<file path="config.mk">
export PLATFORM = sky130hd
export DESIGN_NAME = sc_level_controller
export DESIGN_NICKNAME = d
export VERILOG_FILES = /design/src/rtl/sc_level_controller.sv
export SDC_FILE = /design/constraint.sdc
export NUM_CORES = 1
export LEC_CHECK = 0
export ABC_AREA = 0
export CELL_PAD_IN_SITES_DETAIL_PLACEMENT = 1
export CELL_PAD_IN_SITES_GLOBAL_PLACEMENT = 2
export CORE_ASPECT_RATIO = 1.1
export CORE_MARGIN = 5
export CORE_UTILIZATION = 33
export DETAILED_ROUTE_END_ITERATION = 7
export GPL_TIMING_DRIVEN = 0
export PLACE_DENSITY_LB_ADDON = 0.25
export SLEW_MARGIN = 30
export SYNTH_ARGS = -nofsm -noshare
export SYNTH_HDL_FRONTEND = slang
export SYNTH_SLANG_ARGS = --single-unit
</file>
<file path="constraint.sdc">
create_clock -name SC_LEVELCTRL_CLOCK_50 -period 2.5 [get_ports SC_LEVELCTRL_CLOCK_50]
set_input_delay 0.5 -clock SC_LEVELCTRL_CLOCK_50 [delete_from_list [all_inputs] [get_ports SC_LEVELCTRL_CLOCK_50]]
set_output_delay 0.5 -clock SC_LEVELCTRL_CLOCK_50 [all_outputs]
set_load 0.01 [all_outputs]
</file>
<file path="src/rtl/sc_level_controller.sv">
// Frogger level sequencer: edge-detects frog events, drives nest-register strobes, tracks lives/level, win/game-over.
// Latency: input falling edge -> event register -> strobe registered with the next state (2 clocks); strobes are 1 clock wide.
// No backpressure: events outside their accepting states are dropped; SC_LEVELCTRL_TIMEOUT_EN adds a PLAY time limit.
module sc_level_controller #(
    parameter int NEST_WIDTH      = 2,
    parameter int NESTS_PER_LEVEL = 2,
    parameter int LIVES_INIT      = 3,
    parameter int LEVEL_MAX       = 3,
    parameter int TIMEOUT_CYCLES  = 50000000
) (
    input  logic                  SC_LEVELCTRL_CLOCK_50,
    input  logic                  SC_LEVELCTRL_RESET_InHigh,
    input  logic                  SC_LEVELCTRL_start_InLow,
    input  logic                  SC_LEVELCTRL_nest_reached_InLow,
    input  logic                  SC_LEVELCTRL_collision_InLow,
    input  logic [NEST_WIDTH-1:0] SC_LEVELCTRL_nest_count_InBUS,
    output logic                  SC_LEVELCTRL_nest_clear_OutLow,
    output logic                  SC_LEVELCTRL_nest_inc_OutLow,
    output logic                  SC_LEVELCTRL_frog_reset_OutLow,
    output logic [1:0]            SC_LEVELCTRL_level_OutBUS,
    output logic [1:0]            SC_LEVELCTRL_lives_OutBUS,
    output logic [2:0]            SC_LEVELCTRL_state_OutBUS,
    output logic                  SC_LEVELCTRL_gameover_OutLow,
    output logic                  SC_LEVELCTRL_win_OutLow
);

    typedef enum logic [2:0] {
        stIdle    = 3'd0,
        stInit    = 3'd1,
        stPlay    = 3'd2,
        stNest    = 3'd3,
        stCheck   = 3'd4,
        stLevelUp = 3'd5,
        stDeath   = 3'd6,
        stEnd     = 3'd7
    } stateType;

    stateType   state;
    logic       startPrev, nestPrev, collPrev;
    logic       startEvt, nestEvt, collEvt;
    logic       timeoutHit;
    logic [1:0] level, lives;
    logic       nestClear, nestInc, frogReset, win, gameover;

    // Events are registered so each held-low input yields exactly one single-cycle event.
    always_ff @(posedge SC_LEVELCTRL_CLOCK_50 or posedge SC_LEVELCTRL_RESET_InHigh) begin
        if (SC_LEVELCTRL_RESET_InHigh) begin
            startPrev <= 1'b1;
            nestPrev  <= 1'b1;
            collPrev  <= 1'b1;
            startEvt  <= 1'b0;
            nestEvt   <= 1'b0;
            collEvt   <= 1'b0;
        end else begin
            startPrev <= SC_LEVELCTRL_start_InLow;
            nestPrev  <= SC_LEVELCTRL_nest_reached_InLow;
            collPrev  <= SC_LEVELCTRL_collision_InLow;
            startEvt  <= startPrev & ~SC_LEVELCTRL_start_InLow;
            nestEvt   <= nestPrev & ~SC_LEVELCTRL_nest_reached_InLow;
            collEvt   <= collPrev & ~SC_LEVELCTRL_collision_InLow;
        end
    end

`ifdef SC_LEVELCTRL_TIMEOUT_EN
    localparam int TW = (TIMEOUT_CYCLES > 1) ? $clog2(TIMEOUT_CYCLES) : 1;
    logic [TW-1:0] toCount;

    assign timeoutHit = (state == stPlay) && (toCount == '0);

    always_ff @(posedge SC_LEVELCTRL_CLOCK_50 or posedge SC_LEVELCTRL_RESET_InHigh) begin
        if (SC_LEVELCTRL_RESET_InHigh) begin
            toCount <= TW'(TIMEOUT_CYCLES - 1);
        end else begin
            case (state)
                stInit, stLevelUp, stDeath, stNest: toCount <= TW'(TIMEOUT_CYCLES - 1);
                stPlay: if (toCount != '0) toCount <= toCount - 1'b1;
                default: toCount <= toCount;
            endcase
        end
    end
`else
    logic unusedTimeout;
    assign unusedTimeout = ^TIMEOUT_CYCLES;
    assign timeoutHit    = 1'b0;
`endif

    // Strobes are set together with the state they belong to, so they are low exactly while in it.
    always_ff @(posedge SC_LEVELCTRL_CLOCK_50 or posedge SC_LEVELCTRL_RESET_InHigh) begin
        if (SC_LEVELCTRL_RESET_InHigh) begin
            state     <= stIdle;
            level     <= 2'd0;
            lives     <= 2'(LIVES_INIT);
            nestClear <= 1'b1;
            nestInc   <= 1'b1;
            frogReset <= 1'b1;
            win       <= 1'b1;
            gameover  <= 1'b1;
        end else begin
            nestClear <= 1'b1;
            nestInc   <= 1'b1;
            frogReset <= 1'b1;
            case (state)
                stIdle, stEnd: begin
                    if (startEvt) begin
                        state     <= stInit;
                        nestClear <= 1'b0;
                        frogReset <= 1'b0;
                        level     <= 2'd0;
                        lives     <= 2'(LIVES_INIT);
                        win       <= 1'b1;
                        gameover  <= 1'b1;
                    end
                end
                stInit: state <= stPlay;
                stPlay: begin
                    if (collEvt || timeoutHit) begin
                        state     <= stDeath;
                        frogReset <= 1'b0;
                    end else if (nestEvt) begin
                        state     <= stNest;
                        nestInc   <= 1'b0;
                        frogReset <= 1'b0;
                    end
                end
                stNest: state <= stCheck;
                stCheck: begin
                    if (int'(SC_LEVELCTRL_nest_count_InBUS) >= NESTS_PER_LEVEL) begin
                        state     <= stLevelUp;
                        nestClear <= 1'b0;
                        frogReset <= 1'b0;
                    end else begin
                        state <= stPlay;
                    end
                end
                stLevelUp: begin
                    if (int'(level) + 1 >= LEVEL_MAX) begin
                        state <= stEnd;
                        win   <= 1'b0;
                    end else begin
                        level <= level + 2'd1;
                        state <= stPlay;
                    end
                end
                stDeath: begin
                    if (lives <= 2'd1) begin
                        lives    <= 2'd0;
                        state    <= stEnd;
                        gameover <= 1'b0;
                    end else begin
                        lives <= lives - 2'd1;
                        state <= stPlay;
                    end
                end
                default: state <= stIdle;
            endcase
        end
    end

    assign SC_LEVELCTRL_nest_clear_OutLow = nestClear;
    assign SC_LEVELCTRL_nest_inc_OutLow   = nestInc;
    assign SC_LEVELCTRL_frog_reset_OutLow = frogReset;
    assign SC_LEVELCTRL_level_OutBUS      = level;
    assign SC_LEVELCTRL_lives_OutBUS      = lives;
    assign SC_LEVELCTRL_state_OutBUS      = state;
    assign SC_LEVELCTRL_gameover_OutLow   = gameover;
    assign SC_LEVELCTRL_win_OutLow        = win;

endmodule

</file>
## Yosys cells after proc, flatten, opt, wreduce, memory -nomap -nowiden

Index checks and enable logic that the tools add are counted.

| word-level totals | value |
|---|---|
| register bits | 18 |
| input port bits | 7 |
| logic and storage cells | 73 |

| cells by class | value |
|---|---|
| add/subtract/negate cells | 3 |
| order comparisons | 3 |
| equality and inequality tests | 12 |
| multiplexer cells | 26 |
| bitwise logic cells | 6 |
| reductions and logical operators | 9 |

Operators with widths:

| kind | count |
|---|---|
| 3-bit one-hot mux with 7 select lines | 1 |
| 3-bit two-way mux | 6 |
| 3-bit equality test, second input constant | 4 |
| 1-bit two-way mux | 9 |
| 3-bit AND reduction | 3 |
| 2-bit two-way mux | 4 |
| 2-bit inequality test, second input constant | 4 |
| 2-bit one-hot mux with 2 select lines | 2 |
| 3-bit by 2-bit equality test with 1-bit output, second input constant | 2 |
| 1-bit one-hot mux with 2 select lines | 3 |
| 2-bit AND reduction | 2 |
| 2-bit nonzero test | 2 |
| 2-bit by 1-bit adder with 3-bit output, second input constant | 1 |
| 1-bit bitwise AND | 3 |
| 3-bit by 1-bit equality test with 1-bit output, second input constant | 1 |
| 3-bit by 2-bit greater-or-equal comparator with 1-bit output, second input constant | 1 |
| 3-bit zero test | 1 |
| 3-bit inequality test, second input constant | 1 |
| 1-bit NOT | 3 |
| 1-bit one-hot mux with 3 select lines | 1 |
| 2-bit by 1-bit adder with 2-bit output, second input constant | 1 |
| 2-bit greater-or-equal comparator, second input constant | 1 |
| 2-bit by 1-bit less-or-equal comparator with 1-bit output, second input constant | 1 |
| 2-bit OR reduction | 1 |
| 2-bit by 1-bit subtractor with 2-bit output, second input constant | 1 |

## Longest topological paths before layout

| logic depth | value |
|---|---|
| depth after elaboration | 4 |
| gate-level depth with buffers | 5 |
| depth with buffers taken out | 4 |

## Least setup slack after synthesis

OpenSTA, ideal clock, no wires.

| timing path | value |
|---|---|
| path kind | reg2reg |
| start | reg level[0], in the netlist SC_LEVELCTRL_level_OutBUS[0] |
| end | reg level[0], in the netlist SC_LEVELCTRL_level_OutBUS[0] |
| library setup time | 0.076 ns |
| arrival time | 1.250 ns |
| required time | 2.424 ns |
| slack | 1.173 ns |
| stages on the path, launching flop included | 5 |
| cells stage by stage | dfrtp_1 > inv_1 > ha_1 > or4_1 > o21ai_1 |

| on the way | value |
|---|---|
| cells in the longest elaborated chain, start to end | 4 |
| elaborated cells on any way between the ends | 7 |

RTL lines:

| element | RTL line | RTL |
|---|---|---|
| from (decl) | 42 | `logic [1:0] level, lives;` |
| from (signal assigned) | 140 | `level <= level + 2'd1;` |
| 2-bit by 1-bit adder with 3-bit output | 136 | `if (int'(level) + 1 >= LEVEL_MAX) begin` |
| 3-bit by 2-bit greater-or-equal comparator with 1-bit output | 136 |  |
| 2-bit inequality test (no line) | - |  |
| 3-bit AND reduction (no line) | - |  |

Several ways; a longest one is shown, not always the timed one. The select of a mux whose other input is x is not followed.
A chain may end at the register's enable or synchronous reset.

## Worst setup path after layout

| timing path | value |
|---|---|
| start | reg lives[1], in the netlist SC_LEVELCTRL_lives_OutBUS[1] |
| end | out SC_LEVELCTRL_lives_OutBUS[1] |

RTL lines:

| element | RTL line | RTL |
|---|---|---|
| from (decl) | 42 |  |
| from (signal assigned) | 92 | `lives <= 2'(LIVES_INIT);` |
| from (signal assigned) | 109 | `lives <= 2'(LIVES_INIT);` |
| from (signal assigned) | 150 | `lives <= lives - 2'd1;` |
| to (decl) | 21 | `output logic [1:0] SC_LEVELCTRL_lives_OutBUS,` |

No word-level cell between the ends.

==> out/results.ini <==
[status]
status=completed

[synth]
yosys_warnings=0
synth_top_area_cell=dfstp_2
ys_types=37
synth_fp_nets=91
async_reset_ff_share_pct=100
synthTopCellsByCount=10 x dfstp_2, 10 x o21ai_0, 8 x dfrtp_1
syn_avg_cell_area_sq_um=10.8
synth_ff_type=dfstp_2
seq_area_frac_synth_pct=52.3
synthTopCellsByArea=dfstp_2 30%, dfrtp_1 23%, o21ai_0 5.7%
synth_enable_flop_cells=0
syn_area_sq_um=885
yosysTopAreaCellShare_pct=29.7
synth_cells=82
synth_seq_cells=18

[placement]
finalWeightedCongestion=0.708
dpl_cell_area_sq_um=1090
hpwl_um=1430
numPortBuffers=17

[sta]
hold_ws_ps=494
fmax_mhz=525
finalSetupTns_ps=0
maxSlewViolCount=0
tightestPinTransition_ps=662
fin_crit_sh_pct=76.1
setup_viol=0
skew_ps=4.19
finalHoldViolCount=0
rsz0062_at_grt=false
relSlewSlack_pct=55.9
period_minus_slack_ps=1900

[setup_path]
worst-path-max-fanout=6
cp-start-kind=flip-flop
cp.arrival_ps=1400
crit_chain=clkdlybuf4s50_1
crit_slowest_cell=dfstp_2
rr_endpoint=SC_LEVELCTRL_level_OutBUS[0]
reg2reg_depth=4
critPathRequiredTime_ps=2000
end_kind=output pin
r2r_slack_ps=1120
cp_top_family=flip-flops
rr_startpoint=SC_LEVELCTRL_level_OutBUS[0]
slowest_delay_ps=580
path_buf_inv=1
path_class=reg2out

[power]
power_mw=1.21
peakVddDrop_mv=0.519
powerDensity_nw_per_um2=1090
p_leak_nw=0.474

[routing]
postRouteAntennaNets=0
wl_um=1850
first_iter_violations=9
drc=0
viasPerCell=5.11
wl_per_cell_um=13.9
routed-via-count=680
dr.pass1.iters=4

[worst_hold_path]
min_path_cells=1
min_to=SC_LEVELCTRL_nest_inc_OutLow
min-delay-start=nestEvt
hp-class=reg2reg

[die]
die-area_sq_um=3820
die_x_um=59.4
initial_utilization_pct=34.8
core_area_sq_um=2540
dieHeight_um=64.3
rows=19
boundaryPins=19

[clocking]
cts_sinks=18
cts_buffers=3
postCtsHoldBufs=0
cts_resized=0
cts_max_level=1
cts-root-buf=clkbuf_4
clkLatencyLatePin_ps=280
cts_tree=built
postCtsSetupBuffers=0
clk_pin_slew_ps=90
cts_buffer_depth=2

[final_layout]
finalInstanceArea_sq_um=1120
drive_above_1_share_pct=21.6
fill_cells=285
area_growth_pct=26.2
finalNetCount=113
diodes=0

[global_route]
grtUsageTotal_pct=11.0
antenna_found_initial=0
grt-ovfl-total=0
grt_pass1_vias=744
grt_pass1_wl_um=3260
grt_max_degree=19

[job]
maxCapViolCount=0

## registers in the layout (all words and copies together) (netlist names)
register / count
SC_LEVELCTRL_state_OutBUS: 3
SC_LEVELCTRL_frog_reset_OutLow: 1
nestPrev: 1
SC_LEVELCTRL_lives_OutBUS: 2
startEvt: 1
startPrev: 1
SC_LEVELCTRL_nest_inc_OutLow: 1
SC_LEVELCTRL_nest_clear_OutLow: 1
SC_LEVELCTRL_gameover_OutLow: 1
nestEvt: 1
collPrev: 1
collEvt: 1
SC_LEVELCTRL_win_OutLow: 1
SC_LEVELCTRL_level_OutBUS: 2
## worst max path at each step
stage,startpoint,to,slack [ps],cells past startpoint
2_1_floorplan,SC_LEVELCTRL_level_OutBUS[0],SC_LEVELCTRL_level_OutBUS[0],1170,4
3_3_place_gp,SC_LEVELCTRL_nest_count_InBUS[1],SC_LEVELCTRL_state_OutBUS[0],830,4
3_5_place_dp,SC_LEVELCTRL_nest_count_InBUS[1],SC_LEVELCTRL_state_OutBUS[0],830,4
4_1_cts,SC_LEVELCTRL_state_OutBUS[1],SC_LEVELCTRL_state_OutBUS[1],570,1
5_1_grt,SC_LEVELCTRL_state_OutBUS[1],SC_LEVELCTRL_state_OutBUS[1],520,1
6_report,SC_LEVELCTRL_lives_OutBUS[1],SC_LEVELCTRL_lives_OutBUS[1],600,1
## cells in the final DEF (no fill, tap or decap), drive strengths merged, types with 2 or more instances in the layout
cell,instances
clkdlybuf4s50,17
o21ai,11
dfstp,10
dfrtp,8
nand3,5
inv,4
nor2,4
buf,4
a21o,3
nor2b,3
clkbuf,3
nand2,3
nor3b,2
nand2b,2
a31oi,2
ha,2
## final cells by class
class	count	area (sq um)	area share, %
Sequential cell	18	463	41.5
Tap cell	31	38.8	3.48
Buffer	4	35.0	3.14
Multi-Input combinational cell	56	372	33.3
Inverter	4	15.0	1.35
Clock buffer	3	22.5	2.02
Timing Repair Buffer	17	170	15.2
## per-layer routing
layer / routed length, um / global-route usage [%]
met1: 840 / 13.2
met2: 898 / 18.6
met3: 72 / 2.01
met4: 40 / 5.10
met5: 0 / 0
## logic make-up (layout without fill, tap and decap cells)
kind of cell,count (synthesis),after routing,share of synthesized area [%]
adders and majority gates,2,2,2.83
DFF,18,18,52.3
muxes,1,1,1.13
and+or+nand+nor,27,27,18.7
buffers and inverters,8,28,5.66
xor gates and xnor gates,1,1,0.990
AOI/OAI and AO/OA,25,25,18.4
## stage by stage
stage	setup WS, ps	instances	utilization (%)
floorplan	1170	82	-
global placement	834	130	43.0
detailed placement	826	130	43.0
CTS	574	133	43.9
global route	516	133	43.9
finish	596	133	43.9
## power breakdown
group          switching (mW)  internal [mW]  total, mW  leakage (nW)
combinational           0.286          0.317      0.603         0.254
sequential             0.0765          0.398      0.474         0.206
clock                  0.0796         0.0560      0.136        0.0138
Power figures use the tool's default switching activity.
